`src/rtl/rx_module.sv`:
```
// -----------------------------------------------------------------------------
// rx_module -- UART receiver (8N1, optional even parity)
//
// Recovers frames from an asynchronous serial line: one start bit (0), eight
// data bits LSB first, one stop bit (1). Each correctly framed byte is
// presented on rx_data together with a one-cycle rx_done pulse. Bit timing is
// derived from the BPS (clocks per bit) parameter; no external baud tick.
//
// Optional build macro: RX_PARITY_EN
//   defined   -> 11-bit frame with an even-parity bit after data bit 7;
//                a bad parity bit yields a parity_err pulse instead of rx_done.
//   undefined -> 10-bit frame, parity_err tied to 0.
//
// Parameters:
//   BPS        clocks per bit (default 434 = 50 MHz / 115200), minimum 8
//
// Ports:
//   clk        in   system clock
//   rst_n      in   synchronous reset, ACTIVE HIGH (1 = reset)
//   rx_en_sig  in   receive enable; 0 holds the receiver idle
//   rx_pin     in   asynchronous serial line, idle high
//   rx_data    out  [7:0] last correctly framed byte
//   rx_done    out  one-cycle pulse when rx_data has been updated
//   frame_err  out  one-cycle pulse when the stop bit is sampled as 0
//   parity_err out  one-cycle pulse on a parity mismatch (0 without RX_PARITY_EN)
// -----------------------------------------------------------------------------
module rx_module #(
   parameter logic [12:0] BPS = 13'd434
) (
   input  logic       clk,
   input  logic       rst_n,
   input  logic       rx_en_sig,
   input  logic       rx_pin,
   output logic [7:0] rx_data,
   output logic       rx_done,
   output logic       frame_err,
   output logic       parity_err
);

   // Last count of a full bit, and last count of the half bit used to find
   // the middle of the start bit.
   localparam logic [15:0] BIT_LAST  = 16'(BPS) - 16'd1;
   localparam logic [15:0] HALF_LAST = (16'(BPS) >> 1) - 16'd1;

   typedef enum logic [2:0] {
      IDLE,
      START,
      DATA,
`ifdef RX_PARITY_EN
      PARITY,
`endif
      STOP,
      DONE
   } state_t;

   // Input path: two synchroniser flops, then one more for edge detection.
   logic sync_meta;
   logic sync_line;
   logic line_prev;
   logic fall_edge;

   state_t      state,     state_nxt;
   logic [15:0] cnt,       cnt_nxt;
   logic [2:0]  idx,       idx_nxt;
   logic [7:0]  shift,     shift_nxt;
   logic [7:0]  data_nxt;
   logic        ferr_nxt;
`ifdef RX_PARITY_EN
   logic        par_bit,   par_nxt;
   logic        perr_nxt;
`endif

   // NOTE: sequential state is written with non-blocking assignments only, so
   // every flop samples the values from before the clock edge.
   always_ff @(posedge clk) begin
      if (rst_n) begin
         sync_meta <= 1'b1;
         sync_line <= 1'b1;
         line_prev <= 1'b1;
      end else begin
         sync_meta <= rx_pin;
         sync_line <= sync_meta;
         line_prev <= sync_line;
      end
   end

   assign fall_edge = line_prev & ~sync_line;

   // Next-state and datapath logic.
   always_comb begin
      // NOTE: every variable gets its default first; any path that does not
      // assign it keeps the default instead of inferring a latch.
      state_nxt = state;
      cnt_nxt   = cnt;
      idx_nxt   = idx;
      shift_nxt = shift;
      data_nxt  = rx_data;
      ferr_nxt  = 1'b0;
`ifdef RX_PARITY_EN
      par_nxt   = par_bit;
      perr_nxt  = 1'b0;
`endif

      if (!rx_en_sig) begin
         // Disable discards any frame in flight; rx_data is left untouched.
         state_nxt = IDLE;
         cnt_nxt   = '0;
         idx_nxt   = '0;
      end else begin
         case (state)
            IDLE: begin
               if (fall_edge) begin
                  state_nxt = START;
                  cnt_nxt   = '0;
               end
            end

            START: begin
               if (cnt == HALF_LAST) begin
                  // Line back high at mid start bit: a glitch, not a frame.
                  state_nxt = sync_line ? IDLE : DATA;
                  cnt_nxt   = '0;
                  idx_nxt   = '0;
               end else begin
                  cnt_nxt = cnt + 16'd1;
               end
            end

            DATA: begin
               if (cnt == BIT_LAST) begin
                  cnt_nxt        = '0;
                  shift_nxt[idx] = sync_line;
                  idx_nxt        = idx + 3'd1;
                  if (idx == 3'd7) begin
`ifdef RX_PARITY_EN
                     state_nxt = PARITY;
`else
                     state_nxt = STOP;
`endif
                  end
               end else begin
                  cnt_nxt = cnt + 16'd1;
               end
            end

`ifdef RX_PARITY_EN
            PARITY: begin
               if (cnt == BIT_LAST) begin
                  cnt_nxt   = '0;
                  par_nxt   = sync_line;
                  state_nxt = STOP;
               end else begin
                  cnt_nxt = cnt + 16'd1;
               end
            end
`endif

            STOP: begin
               if (cnt == BIT_LAST) begin
                  cnt_nxt = '0;
                  if (!sync_line) begin
                     // Break or stuck-low line: flag once, then wait for a
                     // fresh high-to-low transition in IDLE.
                     ferr_nxt  = 1'b1;
                     state_nxt = IDLE;
                  end
`ifdef RX_PARITY_EN
                  else if (^shift ^ par_bit) begin
                     perr_nxt  = 1'b1;
                     state_nxt = IDLE;
                  end
`endif
                  else begin
                     data_nxt  = shift;
                     state_nxt = DONE;
                  end
               end else begin
                  cnt_nxt = cnt + 16'd1;
               end
            end

            DONE: begin
               state_nxt = IDLE;
            end

            default: begin
               state_nxt = IDLE;
            end
         endcase
      end
   end

   always_ff @(posedge clk) begin
      if (rst_n) begin
         state     <= IDLE;
         cnt       <= '0;
         idx       <= '0;
         shift     <= '0;
         rx_data   <= '0;
         frame_err <= 1'b0;
`ifdef RX_PARITY_EN
         par_bit    <= 1'b0;
         parity_err <= 1'b0;
`endif
      end else begin
         state     <= state_nxt;
         cnt       <= cnt_nxt;
         idx       <= idx_nxt;
         shift     <= shift_nxt;
         rx_data   <= data_nxt;
         frame_err <= ferr_nxt;
`ifdef RX_PARITY_EN
         par_bit    <= par_nxt;
         parity_err <= perr_nxt;
`endif
      end
   end

   // rx_data is loaded on the edge that enters DONE, so the pulse lines up
   // with the new byte.
   assign rx_done = (state == DONE);

`ifndef RX_PARITY_EN
   assign parity_err = 1'b0;
`endif

endmodule

```
`config.mk`:
```
export PLATFORM = sky130hd
export DESIGN_NAME = rx_module
export DESIGN_NICKNAME = d
export VERILOG_FILES = /design/src/rtl/rx_module.sv
export SDC_FILE = /design/constraint.sdc
export NUM_CORES = 1
export LEC_CHECK = 0
export ABC_AREA = 1
export CORE_AREA = 2 2 82 84
export DETAILED_ROUTE_END_ITERATION = 10
export DIE_AREA = 0 0 84 86
export SLEW_MARGIN = 20
export SYNTH_ARGS = -nofsm -noshare
export SYNTH_HDL_FRONTEND = slang
export SYNTH_SLANG_ARGS = --single-unit
```
`constraint.sdc`:
```
create_clock -name clk -period 3.7 [get_ports clk]
set_input_delay 0.37 -clock clk [delete_from_list [all_inputs] [get_ports clk]]
set_output_delay 0.37 -clock clk [all_outputs]
set_load 0.005 [all_outputs]
```
* After elaboration in Yosys (flattened, before gate mapping)
Index checks and enable logic that the tools add are counted.
Word-level totals: bits in registers 42, bits of input ports 4, output and inout bits 11, word-level logic and storage cells 61
Operators by class: bitwise operators 5, add/sub/neg operators 2, multiplexer cells 19, order comparisons 2, equal/unequal tests 12, reductions and logical operators 12
Operators with widths (number):
- 16-bit two-way mux | 3
- 16-bit one-hot mux with 3 select lines | 1
- 3-bit two-way mux | 8
- 16-bit by 1-bit adder with 16-bit output, second input constant | 1
- 16-bit by 8-bit equality test with 1-bit output, second input constant | 1
- 16-bit by 9-bit equality test with 1-bit output, second input constant | 1
- 3-bit one-hot mux with 4 select lines | 1
- 2-bit != test, second input constant | 5
- 8-bit bitwise mux | 1
- 3-bit by 2-bit equality test with 1-bit output, second input constant | 2
- 3-bit equality test, second input constant | 2
- 3-bit one-hot mux with 2 select lines | 1
- 3-bit AND reduction | 2
- 5-bit AND reduction | 1
- 3-bit by 4-bit less-than comparator with 1-bit output, second input constant | 1
- 1-bit inverter | 4
- 4-bit AND reduction | 1
- 2-bit OR reduction | 2
- 4-bit OR reduction | 1
- 3-bit by 1-bit adder with 3-bit output, second input constant | 1
- 1-bit demux with 3-bit select | 1
- 3-bit by 1-bit equality test with 1-bit output, second input constant | 1
- 3-bit by 1-bit >= comparator with 1-bit output, second input constant | 1
- 3-bit zero test | 1
- other kinds (7) | 8

* Logic depth before layout (Yosys ltp)
Gate-level depths: netlist of run 1.
depth after elaboration 5, depth in mapped cells 10, mapped depth without buffers 10

* Worst setup path before layout of run 1
OpenSTA, ideal clock, no wires.
path type reg2reg, start point register cnt[0], end point register cnt[3], required time 3584 ps, slack 2336 ps, stages on the path, launching flop included 9, period minus slack after synthesis 1364 ps, data arrival time 1248 ps, setup time 116 ps, path through dfxtp_1 -> ha_1 -> nand3_1 -> nor2_2 -> nand2_4 -> nand2_8 -> nand3_4 -> o211ai_1 -> inv_1
Between the ends: cells in the longest elaborated chain, start to end 3, elaborated cells between the ends (all ways) 6, classes of those cells 1 x add/sub; 2 x eq/ne; 3 x mux
Ends and longest elaborated chain:
- start: declaration | line 63 | logic [15:0] cnt, cnt_nxt;
- start signal: assignment | line 207 | cnt <= cnt_nxt;
- 16-bit by 1-bit adder with 16-bit output, or another cell as far along | line 125, 142, 178
- 16-bit two-way mux, on equally long branches | line 130, 159, 119
- 16-bit one-hot mux with 3 select lines (*) | line 110 | case (state)
Mark *: on every way between the ends. The rest lies on a longest branch, timed or not. A chain may end at the register's enable or synchronous reset.

* Worst setup path after layout of run 1
start point register state[2], end point output rx_done
Between the ends: cells in the longest elaborated chain, start to end 1
Ends and longest elaborated chain:
- start: declaration | line 62 | state_t state, state_nxt;
- start signal: assignment | line 206 | state <= state_nxt;
- 3-bit equality test | line 221 | assign rx_done = (state == DONE);
- end: declaration | line 35 | output logic rx_done,
Every way passes these cells.

==> results_dict.tcl, run 1 <==
set metrics [dict create \
    path_class "register to primary output" \
    dp_cells 453 \
    rsz0062_at_grt "false" \
    tightest_slew_ps 534 \
    yosys.area.top_type "dfxtp_1" \
    cp_max_fo 4 \
    cts_tree "done" \
    whs_ps 426 \
    antenna_left 0 \
    min_path_type "register to register" \
    synth-edff-count 0 \
    nNetsFinal 392 \
    setup_viol 0 \
    grt_use_total 0.151 \
    dieArea_sq_um 7220 \
    total_power_mw 0.925 \
    cts_buffer_depth 2 \
    max_freq_mhz 534 \
    dpl_cell_area_sq_um 2640 \
    vdd_drop_max_uv 141 \
    skew_ps 7.39 \
    grt_pass1_vias 1972 \
    numCtsBuffers 5 \
    swShare 0.258 \
    ys_top_cells_by_area "dfxtp_1, nand2_1, nor2_1, inv_1, nand3_1" \
    nFillCells 627 \
    min_period_ps 1870 \
    dp_hpwl_um 3760 \
    drc 0 \
    p_leak_nw 1.09 \
    grt.overflow.total 0 \
    syn-num-nets 376 \
    cp-start-kind "register" \
    cts_setup_buffers 0 \
    first_pass_iters 5 \
    clock_latency_ps 310 \
    combPwrFrac 0.088 \
    p_per_area_nw_per_um2 336 \
    synth_area_sq_um 2450 \
    pre_cts_ws_ps 1750 \
    cts_resized 0 \
    num_vias 2152 \
    async_reset_ff_frac 0 \
    h-tree-depth 2 \
    yosysSeqAreaShare 0.344 \
    worst_slack_ps 1830 \
    worst-endpoint-arrival_ps 1500 \
    drive_gt1_frac 0.130 \
    p_sw_mw 0.238 \
    clkSlewWorstSetupHoldPaths_ps 90 \
    drt-total-wl_um 5000 \
    port-buffer-count 13 \
    yosysMostFrequentCell "nand2_1" \
    finish.utilization 0.439 \
    antenna_cells 0 \
    relSlewSlack 0.643 \
    path_cells "inv_1 > nor3_1 > clkdlybuf4s50_1" \
    via_per_inst 4.67 \
    antenna_found_initial 0 \
    areaGrowthSynthToFinish_pct 12.5 \
    synth_ff_type "dfxtp_1" \
    cts_root_buf "clkbuf_8" \
    p_int_mw 0.687 \
    synth_seq_cells 42 \
    avgSynthCellArea_sq_um 6.67 \
    netlist_top_cells_count "nand2_1, nor2_1, inv_1" \
    grt_pass1_wl_um 8970 \
    design_area_sq_um 2750 \
    p_seq_frac 0.497 \
    max_stage_delay_ps 530 \
    start_util 0.390 \
    gp_congestion 0.888 \
    cap_viol_max_count 0 \
    cp_top_family "buffers and inverters" \
    worst_path_max_delay_cell "clkdlybuf4s50_1" \
    synth.distinct_cells 33 \
    worstPathRequired_ps 3330 \
    fp-row-count 29 \
    final-hold-violation-count 0 \
    synth_top_area_frac 0.344 \
    synthCells 367 \
    grt_max_degree 19 \
    setup_tns_ps 0 \
    clkPwrFrac 0.415 \
    io_pins 15 \
    crit_path_end_kind "primary output" \
    cts_hold_buf 0 \
    chipHeight_um 86 \
    routedWlPerCell_um 10.8 \
    final_cells 461 \
    clock_sinks 42 \
    die_w_um 84 \
    status "finished, final reports clean" \
    timing.final.crit_share 0.506 \
    first_iter_violations 101 \
    slew_violations 0 \
    yosysWarnings 0 \
    coreArea_sq_um 6280 \
    critPathBufInv 2 \
]
## cells by family after synthesis
logic type / share of synthesized area
buffers and inverters: 0.0997
adders and majority gates: 0.0256
AOI/OAI and AO/OA: 0.0946
xor gates and xnor gates: 0.0107
other: 0.00153
DFF: 0.344
and+or+nand+nor: 0.424
## path summary, 6_finish.rpt
kind,slack [ps],from,depth (start not counted),endpoint
worst min-delay path,430,sync_meta,1,sync_line
worst min register to register,430,sync_meta,1,sync_line
worst max-delay path,1830,state[2],3,rx_done
worst max register to register,1980,cnt[0],6,rx_data[7]
## flip-flops by register name, summed over array words and instances, names as in the netlist
name / count
cnt: 16
frame_err: 1
idx: 3
line_prev: 1
rx_data: 8
shift: 8
state: 3
sync_line: 1
sync_meta: 1
## per-layer routing
| layer | GRT usage | vias to the layer above | wire length (um) |
|---|---|---|---|
| met5 | 0 | - | 0 |
| met4 | 0.0543 | 0 | 80 |
| met3 | 0.0289 | 8 | 166 |
| met2 | 0.240 | 41 | 2160 |
| met1 | 0.206 | 930 | 2600 |
| li1 | - | 1173 | - |
## cell usage in the layout (no fill, tap or decap), drive strengths merged
master,instances
clkinv,1
or2,3
clkbuf,5
clkinvlp,1
nand3b,1
nor3,4
o211ai,1
inv,55
dfxtp,42
conb,1
nand3,27
a31oi,1
a21oi,21
o21ai,15
bufinv,1
nor2,81
clkdlybuf4s50,13
xor2,3
o21bai,1
ha,5
nand2,96
nand4,6
## power by group through the flow
stage | Sequential [mW] | Combinational, mW | Clock, mW
after detailed placement | 0.471 | 0.0815 | 0
after global placement | 0.471 | 0.0808 | 0
after floorplan | 0.470 | 0.0668 | 0
final | 0.460 | 0.0810 | 0.384
after CTS | 0.460 | 0.0816 | 0.394
after global routing | 0.461 | 0.0925 | 0.411
## layout make-up
type | instances | area, sq um | area share
multi-input combinational | 266 | 1360 | 0.495
sequential | 42 | 841 | 0.305
inverter | 55 | 206 | 0.0750
timing repair buffer | 13 | 130 | 0.0473
tap | 77 | 96.3 | 0.0350
clock buffer | 5 | 68.8 | 0.0250
clock inverter | 3 | 48.8 | 0.0177
Power figures use the tool's default switching activity.
==> run 2: changes to the inputs <==
- clock period: 3.7 -> 2 ns (I/O delays scaled with it)
==> run 2 against run 1 <==
Non-clock buffer count rose by 3; combinational power rose by 93%; worst setup slack got worse by 1500 ps; register-to-register slack got worse by 1600 ps; total power rose by 98%; die area did not move; cell count rose by 0.65%; clock skew fell by 2.0 ps; largest power group unchanged; highest routed layer unchanged.
==> results_dict.tcl, run 2 (synthesis gave the netlist of run 1 again) <==
set metrics [dict create \
    status "finished, final reports clean" \
    r2r_slack_ps 360 \
    antenna_left 0 \
    final-hold-violation-count 0 \
    grt_max_degree 17 \
    cap_viol_max_count 0 \
    clock_latency_ps 300 \
    path_cells "inv_1 > nor3_1 > clkdlybuf4s50_1" \
    areaGrowthSynthToFinish_pct 14.3 \
    reg2reg_depth 6 \
    numCtsBuffers 5 \
    reg_top3 "cnt (16), rx_data (8), shift (8)" \
    setup_viol 0 \
    skew_ps 5.35 \
    combPwrFrac 0.085 \
    start_util 0.390 \
    setup_tns_ps 0 \
    timing.final.crit_share 0.845 \
    routedWlPerCell_um 10.8 \
    cts_hold_buf 0 \
    dieArea_sq_um 7220 \
    p_per_area_nw_per_um2 654 \
    port-buffer-count 13 \
    min_path_type "register to register" \
    drt-total-wl_um 5000 \
    first_iter_violations 138 \
    num_vias 2147 \
    io_pins 15 \
    via_per_inst 4.63 \
    max_stage_delay_ps 530 \
    final_cell_mix "nand2_1, nor2_1, inv_1, dfxtp_1, nand3_1" \
    p_seq_frac 0.466 \
    cts_resized 0 \
    p_int_mw 1.40 \
    gp_congestion 0.836 \
    vdd_drop_max_uv 356 \
    cts_tree "done" \
    worst_r2r_startpoint "cnt[0]" \
    design_area_sq_um 2800 \
    worst-endpoint-arrival_ps 1490 \
    pre_cts_ws_ps 242 \
    cts_buffer_depth 2 \
    min_period_ps 1690 \
    hold_path_depth 1 \
    worstPathRequired_ps 1800 \
    nFillCells 654 \
    cts_root_buf "clkbuf_8" \
    largest_register_ffs 16 \
    finish.utilization 0.445 \
    grt_pass1_vias 1928 \
    h-tree-depth 2 \
    nNetsFinal 395 \
    r2r-end "rx_data[1]" \
    total_power_mw 1.83 \
    chipHeight_um 86 \
    cp_max_fo 4 \
    cp-start-kind "register" \
    slew_violations 0 \
    cts_setup_buffers 0 \
    path_class "register to primary output" \
    crit_path_end_kind "primary output" \
    first_pass_iters 4 \
    p_sw_mw 0.432 \
    fp-row-count 29 \
    cp_top_family "buffers and inverters" \
    seqCellArea_sq_um 841 \
    p_leak_nw 1.12 \
    critPathLaunch "state[2]" \
    drc 0 \
    final_common_cell "nand2_1" \
    min_to "sync_line" \
    grt_use_total 0.150 \
    antenna_found_initial 0 \
    coreArea_sq_um 6280 \
    dpl_cell_area_sq_um 2660 \
    grt.overflow.total 0 \
    hp-start "sync_meta" \
    dp_hpwl_um 3790 \
    clkSlewWorstSetupHoldPaths_ps 90 \
    rsz0062_at_grt "false" \
    die_w_um 84 \
    clkPwrFrac 0.449 \
    antenna_cells 0 \
    worst_slack_ps 311 \
    drive_gt1_frac 0.137 \
    swShare 0.236 \
    multi_input_area_sq_um 1360 \
    largest-register "cnt" \
    max_freq_mhz 592 \
    clock_sinks 42 \
    critPathBufInv 2 \
    worst_path_max_delay_cell "clkdlybuf4s50_1" \
    grt_pass1_wl_um 8780 \
]
## run 2: cell types whose count changed in the layout (fill, tap and decap cells not counted), sizes merged
| cell | change |
|---|---|
| buf | +3 |
| bufinv | +1 |
| clkinv | +1 |
| clkinvlp | -1 |
| inv | -1 |
## run 2: power by group through the flow
stage	registers, mW	clock network [mW]	logic, mW
floorplan	0.869	0	0.124
global placement	0.870	0	0.156
detailed placement	0.871	0	0.156
CTS	0.851	0.841	0.157
global route	0.853	0.873	0.176
finish	0.851	0.821	0.156
## run 2: layout make-up
| cell class | instances | share of cell area |
|---|---|---|
| inverter | 55 | 0.0739 |
| timing repair buffer | 16 | 0.0546 |
| sequential | 42 | 0.301 |
| multi-input combinational | 266 | 0.487 |
| clock buffer | 5 | 0.0246 |
| tap | 77 | 0.0345 |
| clock inverter | 3 | 0.0246 |
## run 2: how the worst max path moves through the flow
| stage | cells past startpoint | slack, ps | to |
|---|---|---|---|
| 2_1_floorplan | 8 | 640 | cnt[3] |
| 3_3_place_gp | 6 | 280 | rx_data[2] |
| 3_5_place_dp | 6 | 240 | rx_data[1] |
| 4_1_cts | 3 | 300 | rx_done |
| 5_1_grt | 6 | 170 | rx_data[4] |
| 6_report | 3 | 310 | rx_done |
## run 2: layer usage
metal	up-vias	global-route usage	routed length, um
li1	1182	-	-
met1	924	0.218	2680
met2	34	0.217	2060
met3	7	0.0260	165
met4	0	0.0630	91
met5	-	0	0
## run 2: through the flow
stage / hold slack (ps) / cells
2_1_floorplan: 304 / 367
3_3_place_gp: 393 / 456
3_5_place_dp: 403 / 456
4_1_cts: 424 / 464
5_1_grt: 443 / 464
6_report: 423 / 464
## run 2: worst register-to-register path, cell delays in order, from the launching register on
cell and delay, ps:
dfxtp_1 410, ha_1 190, nand3_1 110, nor2_1 180, nand3_2 310, o21ai_0 270
a21oi_1 50
